`config.mk`:
```
export PLATFORM = sky130hd
export DESIGN_NAME = save_to_bram_stream
export DESIGN_NICKNAME = d
export VERILOG_FILES = /design/src/rtl/save_to_bram_stream_pkg.sv /design/src/rtl/bram_ch_addr_gen.sv /design/src/rtl/save_to_bram_stream.sv
export SDC_FILE = /design/constraint.sdc
export NUM_CORES = 1
export LEC_CHECK = 0
export CAP_MARGIN = 20
export CORE_ASPECT_RATIO = 0.8
export CORE_MARGIN = 1
export CORE_UTILIZATION = 51
export DETAILED_ROUTE_END_ITERATION = 7
export HOLD_SLACK_MARGIN = 0.08
export PLACE_DENSITY = 0.83
export SYNTH_ARGS = -nofsm -noshare
export SYNTH_HDL_FRONTEND = slang
export SYNTH_SLANG_ARGS = --single-unit
export TNS_END_PERCENT = 50
```
`constraint.sdc`:
```
create_clock -name clk -period 10.7 [get_ports clk]
set_input_delay 1.605 -clock clk [delete_from_list [all_inputs] [get_ports clk]]
set_output_delay 1.605 -clock clk [all_outputs]
set_load 0.01 [all_outputs]
```
`src/rtl/save_to_bram_stream_pkg.sv`:
```
// Shared types and sizing for the BRAM output stream saver.
// State encoding, default geometry and index-width helper.
package save_to_bram_stream_pkg;

  typedef enum logic [1:0] {
    S_IDLE,
    S_WAIT,
    S_SERIAL,
    S_DONE
  } state_e;

  localparam int NUM_CH_DEF = 8;
  localparam int LANES_DEF  = 4;
  localparam int BYTES_PER_VEC = NUM_CH_DEF * LANES_DEF;

  function automatic int idx_w(input int n);
    return (n > 1) ? $clog2(n) : 1;
  endfunction

  localparam int BYTE_IDX_W = idx_w(BYTES_PER_VEC);
  localparam int CH_IDX_W   = idx_w(NUM_CH_DEF);

endpackage

```
`src/rtl/bram_ch_addr_gen.sv`:
```
// Per-channel base/pointer bank; addr = base[sel] + ptr[sel].
// Ports: load (sample base, clear ptrs), sel/inc (bump ptr), addr.
module bram_ch_addr_gen
  import save_to_bram_stream_pkg::*;
#(
  parameter int NUM_CH = NUM_CH_DEF,
  parameter int ADDR_W = 18,
  localparam int CH_W = idx_w(NUM_CH)
) (
  input  logic                     clk,
  input  logic                     rst_n,
  input  logic                     load,
  input  logic [NUM_CH*ADDR_W-1:0] base,
  input  logic [CH_W-1:0]          sel,
  input  logic                     inc,
  output logic [ADDR_W-1:0]        addr
);

  logic [ADDR_W-1:0] base_q [NUM_CH];
  logic [ADDR_W-1:0] ptr_q  [NUM_CH];

  always_ff @(posedge clk or negedge rst_n) begin
    if (!rst_n) begin
      for (int k = 0; k < NUM_CH; k++) begin
        base_q[k] <= '0;
        ptr_q[k]  <= '0;
      end
    end else if (load) begin
      for (int k = 0; k < NUM_CH; k++) begin
        base_q[k] <= base[k*ADDR_W +: ADDR_W];
        ptr_q[k]  <= '0;
      end
    end else if (inc) begin
      ptr_q[sel] <= ptr_q[sel] + 1'b1;
    end
  end

  // modulo 2^ADDR_W, wrap is intentional
  assign addr = base_q[sel] + ptr_q[sel];

endmodule

```
`src/rtl/save_to_bram_stream.sv`:
```
// Serializes NUM_CH x LANES byte vectors into per-channel BRAM regions.
// Ports: start/num_vectors/base_addr, in_valid/in_ready/data_in, sram_*, busy, done.
module save_to_bram_stream
  import save_to_bram_stream_pkg::*;
#(
  parameter int NUM_CH = NUM_CH_DEF,
  parameter int LANES  = LANES_DEF,
  parameter int DATA_W = 8,
  parameter int ADDR_W = 18,
  parameter int CNT_W  = 16
) (
  input  logic                            clk,
  input  logic                            rst_n,
  input  logic                            start,
  input  logic [CNT_W-1:0]                num_vectors,
  input  logic [NUM_CH*ADDR_W-1:0]        base_addr,
  input  logic                            in_valid,
  output logic                            in_ready,
  input  logic [NUM_CH*LANES*DATA_W-1:0]  data_in,
  input  logic [ADDR_W-1:0]               user_addr,
  output logic [ADDR_W-1:0]               sram_addr,
  output logic [DATA_W-1:0]               sram_din,
  output logic                            sram_en,
  output logic                            sram_we,
  output logic                            busy,
  output logic                            done
);

  localparam int CH_W = idx_w(NUM_CH);
  localparam int LN_W = idx_w(LANES);

  state_e state_q, state_d;

  logic [CNT_W-1:0]  num_q;
  logic [CNT_W-1:0]  vec_q;
  logic [CH_W-1:0]   ch_q;
  logic [LN_W-1:0]   lane_q;
  logic [DATA_W-1:0] hold_q [NUM_CH][LANES];

  logic              load;
  logic              accept;
  logic              issue;
  logic              ch_last;
  logic              last_byte;
  logic [ADDR_W-1:0] gen_addr;

  logic              wr_q;
  logic [ADDR_W-1:0] addr_q;
  logic [DATA_W-1:0] din_q;

  assign load      = (state_q == S_IDLE) && start;
  assign accept    = (state_q == S_WAIT) && in_valid;
  assign issue     = (state_q == S_SERIAL);
  assign ch_last   = (ch_q == CH_W'(NUM_CH - 1));
  assign last_byte = issue && ch_last &&
                     (lane_q == LN_W'(LANES - 1));

  always_ff @(posedge clk or negedge rst_n) begin
    if (!rst_n) state_q <= S_IDLE;
    else        state_q <= state_d;
  end

  always_comb begin
    state_d = state_q;
    unique case (state_q)
      S_IDLE:
        if (start)
          state_d = (num_vectors == '0) ? S_DONE : S_WAIT;
      S_WAIT:
        if (in_valid) state_d = S_SERIAL;
      S_SERIAL:
        if (last_byte)
          state_d = (vec_q == num_q) ? S_DONE : S_WAIT;
      // hold until the final write has left the port
      S_DONE:
        if (!wr_q) state_d = S_IDLE;
      default: state_d = S_IDLE;
    endcase
  end

  always_ff @(posedge clk or negedge rst_n) begin
    if (!rst_n) begin
      num_q  <= '0;
      vec_q  <= '0;
      ch_q   <= '0;
      lane_q <= '0;
    end else if (load) begin
      num_q  <= num_vectors;
      vec_q  <= '0;
      ch_q   <= '0;
      lane_q <= '0;
    end else if (accept) begin
      vec_q  <= vec_q + 1'b1;
      ch_q   <= '0;
      lane_q <= '0;
    end else if (issue) begin
      if (ch_last) begin
        ch_q   <= '0;
        lane_q <= lane_q + 1'b1;
      end else begin
        ch_q   <= ch_q + 1'b1;
      end
    end
  end

  always_ff @(posedge clk) begin
    if (accept) begin
      for (int k = 0; k < NUM_CH; k++)
        for (int j = 0; j < LANES; j++)
          hold_q[k][j] <= data_in[(k*LANES+j)*DATA_W +: DATA_W];
    end
  end

  bram_ch_addr_gen #(
    .NUM_CH (NUM_CH),
    .ADDR_W (ADDR_W)
  ) u_addr (
    .clk   (clk),
    .rst_n (rst_n),
    .load  (load),
    .base  (base_addr),
    .sel   (ch_q),
    .inc   (issue),
    .addr  (gen_addr)
  );

  always_ff @(posedge clk or negedge rst_n) begin
    if (!rst_n) begin
      wr_q   <= 1'b0;
      addr_q <= '0;
      din_q  <= '0;
    end else begin
      wr_q <= issue;
      if (issue) begin
        addr_q <= gen_addr;
        din_q  <= hold_q[ch_q][lane_q];
      end
    end
  end

  // wr_q steers the port; user reads see user_addr with no delay
  assign sram_addr = wr_q ? addr_q : user_addr;
  assign sram_din  = din_q;
  assign sram_we   = wr_q;
  assign sram_en   = 1'b1;
  assign in_ready  = (state_q == S_WAIT);
  assign busy      = (state_q != S_IDLE);
  assign done      = (state_q == S_DONE) && !wr_q;

endmodule

```
==> impl_metrics.csv, run 1 <==
group,metric,value,unit
run_status,run_status,"finished clean",
critical_path,required,11.18,ns
clocking,htreeDepth,2,
sta,final.setup_skew,0.06231,ns
sta,finalCritPeriodShare,51.30,%
power_and_ir_drop,p_int,5.320,mW
placement,dpl.hpwl,56950,um
critical_path,worstSetupEndpointType,"register",
sta,final-max-slew-violation-count,0,
logic_synthesis,yosysSeqAreaShare,62.06,%
clocking,clk_path_buf_depth,3,
logic_synthesis,synth_seq_cells,610,
clocking,clockRootBuffer,"clkbuf_16",
detailed_routing,drc,0,
clocking,numClockSinks,610,
placement,post-place-ws,5.427,ns
sta,fin_setup_tns,0,ns
die,io_pins,469,
logic_synthesis,synth_edf_count,256,
die,rows,74,
clocking,cts_setup_buffers,0,
die,start_util,51.97,%
critical_path,critPathKind,"register to register",
hold_path,hp-class,"register to register",
final_layout,area_delta_synth_final,27.24,%
die,die_w,257.6,um
logic_synthesis,synth_area,26660,um^2
detailed_routing,dr_total_vias,21470,
grt,antenna_found_initial,3,
detailed_routing,dr.pass1.iters,8,
sta,rsz0062_at_grt,"no",
die,die-height,206.5,um
die,die_area,53200,um^2
sta,fmax,0.1822,GHz
clocking,cts_tree,"built",
sta,finalCriticalPeriod,5.489,ns
power_and_ir_drop,ir_drop,0.1752,mV
power_and_ir_drop,switching_power,2.969,mW
logic_synthesis,synth_ff_type,"dfrtp_1",
power_and_ir_drop,power,8.288,mW
logic_synthesis,async_reset_ff_share,58.03,%
grt,overflow,0,
flow_run,cap_violations,0,
clocking,cts_buffers,59,
logic_synthesis,syn_avg_cell_area,11.21,um^2
grt,grt_pass1_vias,21640,
detailed_routing,viasPerCell,6.117,
placement,place.gp.congestion,0.9178,
critical_path,crit_path_max_fanout,49,
detailed_routing,drt_iter0_drc,2750,
critical_path,arrival,5.97,ns
detailed_routing,routed_wl,83550,um
logic_synthesis,yosysWarnings,0,
grt,grt_use_total,30.99,%
sta,setup_violations,0,
logic_synthesis,syn_inst,2378,
final_layout,nNetsFinal,3236,
sta,worst_slack,5.211,ns
final_layout,drive_gt1_share,7.899,%
critical_path,worstSetupStartpointType,"register",
power_and_ir_drop,p_comb_share,31.7,%
power_and_ir_drop,p_leak,13.81,nW
power_and_ir_drop,power.sequential.fraction,41.2,%
logic_synthesis,ys_types,82,
grt,grt_max_degree,286,
logic_synthesis,syn_nets,2839,
detailed_routing,wire_per_inst,23.81,um
placement,io_buffers,467,
grt,grt_pass1_wl,124800,um
clocking,hold_buffers,0,
sta,finalHoldViolCount,0,
power_and_ir_drop,power_frac_clock,27.0,%
clocking,clk_pin_slew,0.06,ns
die,core_area,51290,um^2
clocking,cts_resized,0,
detailed_routing,postRouteAntennaNets,0,
power_and_ir_drop,powerDensity,244.3,nW/um^2
sta,worst_pin_slew,1.451,ns
clocking,clock_latency,0.65,ns
sta,max-slew-margin-rel,3.256,%
power_and_ir_drop,swShare,35.82,%
-- critical path, cell delays in order (launching register included) --
cell       delay, ns
dfrtp_4         1.03
buf_4           0.64
nor3b_2         0.38
buf_4           0.55
a22oi_1         0.20
nand4_1         0.13
ha_1            0.28
a21oi_1         0.37
o211ai_1        0.25
a2111oi_0       0.76
o21ai_0         0.19
a31oi_1         0.25
xor2_1          0.16
o21ai_0         0.08
-- worst paths after layout --
check	startpoint	end	slack [ns]	depth (start not counted)
max in group asynchronous	rst_n	u_addr.ptr_q[73]	8.06	2
min	u_addr.base_q[125]	u_addr.base_q[125]	0.48	2
min in group asynchronous	rst_n	num_q[6]	1.06	1
max reg2reg	ch_q[1]	addr_q[15]	5.21	13
min reg2reg	u_addr.base_q[125]	u_addr.base_q[125]	0.48	2
max	ch_q[1]	addr_q[15]	5.21	13
-- cells in the mapped netlist, drive strengths merged (3+ instances only) --
master | n | area (um^2)
nand3b | 3 | 22.52
and4 | 3 | 28.78
xnor2 | 38 | 385.4
o211ai | 8 | 60.06
a22oi | 90 | 680.7
nand2 | 594 | 2230
nor2b | 7 | 46.30
o22ai | 3 | 18.77
buf | 36 | 246.5
dfrtp | 354 | 8859
a31oi | 15 | 100.1
xor2 | 18 | 165.2
o2bb2ai | 3 | 26.28
nand3 | 174 | 875.8
and2 | 9 | 56.30
nor4 | 7 | 58.81
edfxtp | 256 | 7687
a221o | 13 | 130.1
and3b | 3 | 26.28
clkbuf | 125 | 469.2
a21oi | 65 | 325.3
a21boi | 3 | 22.52
nor3b | 4 | 35.03
nand2b | 6 | 37.54
a22o | 22 | 192.7
o2111ai | 3 | 26.28
nor2 | 50 | 197.7
inv | 25 | 93.84
nand4 | 24 | 162.7
a32oi | 4 | 35.03
a21o | 4 | 30.03
mux2i | 41 | 417.9
ha | 22 | 275.3
nor3 | 11 | 60.06
a221oi | 27 | 254.0
o21ai | 203 | 1016
a311oi | 4 | 35.03
mux4 | 24 | 540.5
mux2 | 33 | 375.4
a211oi | 9 | 72.57
and3 | 10 | 62.56
-- sequential cells by signal (all words and copies together) (netlist names) --
signal and flops:
u_addr.base_q 144, vec_q 16, hold_q 256, u_addr.ptr_q 144, addr_q 18, sram_din 8, num_q 16, ch_q 3
lane_q 2, sram_we 1, state_q 2
-- layout by cell type (no fill, tap or decap), types with 48 or more instances in the layout --
master	n
a22oi_1	89
nand2_1	593
nor2_1	48
dfrtp_1	351
edfxtp_1	256
o21ai_0	179
a21oi_1	65
clkdlybuf4s50_1	466
nand3_1	172
clkbuf_16	59
-- cell type report --
type / count / area [um^2]
repair buffers: 497 / 4977
well taps: 684 / 855.8
clock buffers: 71 / 1562
diodes: 2 / 5.005
flip-flops and latches: 610 / 16560
inverters: 27 / 101.3
clock inverters: 38 / 513.0
multi-input cells: 1580 / 9351
fillers: 3671 / 17370
-- routing by layer --
| layer | global-route usage, % | up-vias | wire, um | part of all wire, % |
|---|---|---|---|---|
| met5 | 0 | - | 13 | 0.016 |
| met4 | 15.85 | 2 | 4430 | 5.3 |
| met3 | 6.242 | 281 | 8026 | 9.6 |
| met2 | 50.66 | 1411 | 40400 | 48 |
| met1 | 39.45 | 10450 | 30680 | 37 |
| li1 | - | 9325 | - | - |
-- cell families (layout without fill, tap and decap cells) --
logic type               after synthesis  in the layout  share of synthesized area, %
AND/OR/NAND/NOR                      909            909                         14.74
flip-flops                           610            610                         62.06
AO/OA/AOI/OAI                        493            493                         11.94
buffers and inverters                188            633                         3.065
multiplexers                          98             98                         5.003
XOR/XNOR                              56             56                         2.065
adder cells (fa/ha/maj)               23             23                         1.108
other                                  1              3                       0.01407
-- stage by stage --
step,std cells,hold WS (ns),area (um^2),util (%)
final,3509,0.4801,33920,66.13
after floorplan,2378,0.4331,26660,-
after detailed placement,3397,0.4638,31830,62.05
after global routing,3508,0.5006,33920,66.13
after CTS,3506,0.4788,33900,66.09
after global placement,3395,0.4596,31790,61.97
-- power groups by stage --
stage	logic [mW]	registers (mW)	clock network [mW]
2_1_floorplan	1.71	3.30	0
3_3_place_gp	2.44	3.43	0
3_5_place_dp	2.55	3.44	0
4_1_cts	2.57	3.41	2.25
5_1_grt	2.83	3.46	2.34
6_report	2.63	3.42	2.24
Note: power is estimated with default switching activity, not from simulation.
==> inputs of run 2 (changes only) <==
--- a/config.mk
+++ b/config.mk
@@ -8,10 +8,10 @@
 export CAP_MARGIN = 20
 export CORE_ASPECT_RATIO = 0.8
 export CORE_MARGIN = 1
-export CORE_UTILIZATION = 51
+export CORE_UTILIZATION = 48
 export DETAILED_ROUTE_END_ITERATION = 7
 export HOLD_SLACK_MARGIN = 0.08
-export PLACE_DENSITY = 0.83
+export PLACE_DENSITY = 0.82
 export SYNTH_ARGS = -nofsm -noshare
 export SYNTH_HDL_FRONTEND = slang
 export SYNTH_SLANG_ARGS = --single-unit
==> constraint.sdc (replaced) <==
create_clock -name clk -period 4.77 [get_ports clk]
set_input_delay 0.7155 -clock clk [delete_from_list [all_inputs] [get_ports clk]]
set_output_delay 0.7155 -clock clk [all_outputs]
set_load 0.01 [all_outputs]
==> run 2 against run 1 <==
Via count fell by 2.5%. Critical path type unchanged. Combinational power rose by 130%. Largest power group unchanged. Count of clock-buffer cells in the layout rose by 3. Largest cell class unchanged.
==> impl_metrics.csv, run 2 (same netlist as run 1, synthesis figures left out) <==
group,metric,value,unit
sta,finalHoldViolCount,0,
placement,io_buffers,467,
hold_path,hp-class,"input pin to async pin",
placement,dpl.hpwl,58390,um
die,die-height,212.8,um
sta,final-max-slew-violation-count,0,
sta,max-slew-margin-rel,28.08,%
grt,overflow,0,
critical_path,critPathKind,"register to register",
critical_path,slowest_stage,"dfrtp_4",
detailed_routing,drc,0,
flow_run,cap_violations,0,
placement,place.gp.congestion,0.9357,
final_layout,antenna_cells,0,
final_layout,largest_register,"hold_q",
detailed_routing,route.met3.wl,7174,um
critical_path,path_common_cell,"o21ai_0",
clocking,clk_path_buf_depth,3,
sta,finalCriticalPeriod,4.418,ns
critical_path,worstSetupEndpointType,"register",
detailed_routing,top_layer_used,"met5",
critical_path,crit_path_max_fanout,27,
die,die_w,265.5,um
clocking,hold_buffers,0,
grt,grt_pass1_wl,122700,um
die,core_area,54300,um^2
detailed_routing,dr.pass1.iters,5,
clocking,htreeDepth,2,
sta,fmax,0.2264,GHz
detailed_routing,viasPerCell,5.837,
final_layout,drive_gt1_share,8.573,%
clocking,cts_setup_buffers,0,
critical_path,r2r_cells,12,
critical_path,required,5.24,ns
detailed_routing,drt_iter0_drc,2392,
critical_path,cpPeakStageDelay,0.67,ns
final_layout,finish.utilization,62.83,%
sta,final.setup_skew,0.04638,ns
clocking,numClockSinks,610,
grt,grt_pass1_vias,21240,
detailed_routing,routed_wl,82200,um
critical_path,path_cells,"mux2_2 -> a2111oi_2 -> inv_1 -> ha_1 -> a21oi_1 -> o211ai_1 -> a2111oi_0 -> buf_4 -> o21ai_0 -> a31oi_1 -> xor2_1 -> o21ai_0",
sta,fin_setup_tns,0,ns
critical_path,worstSetupStartpointType,"register",
placement,post-place-ws,0.4746,ns
critical_path,arrival,4.88,ns
sta,rsz0062_at_grt,"no",
die,start_util,49.10,%
detailed_routing,dr_total_vias,20940,
run_status,run_status,"finished clean",
final_layout,layout_common_cells,"593 x nand2_1, 466 x clkdlybuf4s50_1, 351 x dfrtp_1, 256 x edfxtp_1, 179 x o21ai_0",
final_layout,fillers,4026,
clocking,clockRootBuffer,"clkbuf_16",
power_and_ir_drop,powerDensity,540.3,nW/um^2
sta,worst_pin_slew,1.079,ns
power_and_ir_drop,ir_drop,0.3404,mV
final_layout,layout_commonest_cell,"nand2_1",
final_layout,largest_register_ffs,256,
clocking,clock_latency,0.65,ns
clocking,cts_resized,0,
clocking,cts_buffers,58,
clocking,cts_tree,"built",
detailed_routing,wl_met2,39430,um
sta,finalCritPeriodShare,92.61,%
detailed_routing,wl_met1,31600,um
final_layout,top_regs,"hold_q (256), u_addr.base_q (144), u_addr.ptr_q (144)",
detailed_routing,wire_per_inst,22.92,um
die,io_pins,469,
die,rows,76,
sta,worst_slack,0.3523,ns
final_layout,area_delta_synth_final,27.96,%
final_layout,nNetsFinal,3261,
clocking,clk_pin_slew,0.06,ns
grt,grt_max_degree,181,
grt,antenna_found_initial,3,
grt,grt_use_total,28.79,%
power_and_ir_drop,p_leak,13.90,nW
die,die_area,56490,um^2
sta,setup_violations,0,
detailed_routing,postRouteAntennaNets,0,
-- run 2: cell count changes in the layout (fill, tap and decap cells not counted), moves of 2 or more --
cell	before	now
buf_4	24	50
clkbuf_8	4	8
bufinv_16	11	8
clkinv_4	3	0
buf_8	3	1
clkinv_1	8	10
clkinv_2	12	10
diode_2	2	0
-- run 2: worst max-delay path, delay by kind of cell, from the launching register on --
kind / cells / cell delay, ns
flip-flops: 1 / 0.67
multiplexers: 1 / 0.39
AO/OA/AOI/OAI: 7 / 2.14
buffers and inverters: 2 / 0.46
XOR/XNOR: 1 / 0.18
adder cells (fa/ha/maj): 1 / 0.42
-- run 2: routing by layer --
| layer | vias up | GRT usage, % |
|---|---|---|
| li1 | 9376 | - |
| met2 | 1137 | 47.78 |
| met1 | 10180 | 36.82 |
| met3 | 238 | 5.547 |
| met4 | 4 | 13.14 |
| met5 | - | 0 |
-- run 2: cell type report --
| cell class | count | area, um^2 | share of cell area [%] |
|---|---|---|---|
| clock buffer | 74 | 1592 | 4.665 |
| clock inverter | 32 | 395.4 | 1.159 |
| inverter | 27 | 101.3 | 0.2971 |
| multi-input combinational | 1580 | 9351 | 27.41 |
| sequential | 610 | 16560 | 48.53 |
| tap | 741 | 927.1 | 2.718 |
| timing repair buffer | 523 | 5190 | 15.21 |
-- run 2: worst paths after layout --
check                                       start           endpoint  slack (ns)
min in group clk                u_addr.base_q[62]  u_addr.base_q[62]        0.48
worst max register to register            ch_q[0]         addr_q[15]        0.35
max in group asynchronous                   rst_n  u_addr.ptr_q[117]        3.46
worst min register to register  u_addr.base_q[62]  u_addr.base_q[62]        0.48
worst min-delay path                        rst_n          num_q[15]        0.09
worst max-delay path                      ch_q[0]         addr_q[15]        0.35
-- run 2: metrics by stage --
step / hold WS [ns] / std cells / instance area (um^2) / total power, mW
3_3_place_gp: 0.4589 / 3479 / 32070 / 13.32
2_1_floorplan: 0.4199 / 2378 / 26660 / 11.13
6_report: 0.09389 / 3587 / 34110 / 18.43
5_1_grt: 0.1158 / 3587 / 34110 / 19.28
3_5_place_dp: 0.4633 / 3480 / 32100 / 13.56
4_1_cts: 0.09150 / 3586 / 34090 / 18.38
-- run 2: report_power, final --
group          internal, mW  total, mW  switching (mW)
combinational          2.31       6.04            3.74
sequential             6.76       7.57           0.808
clock                  2.79       4.82            2.03
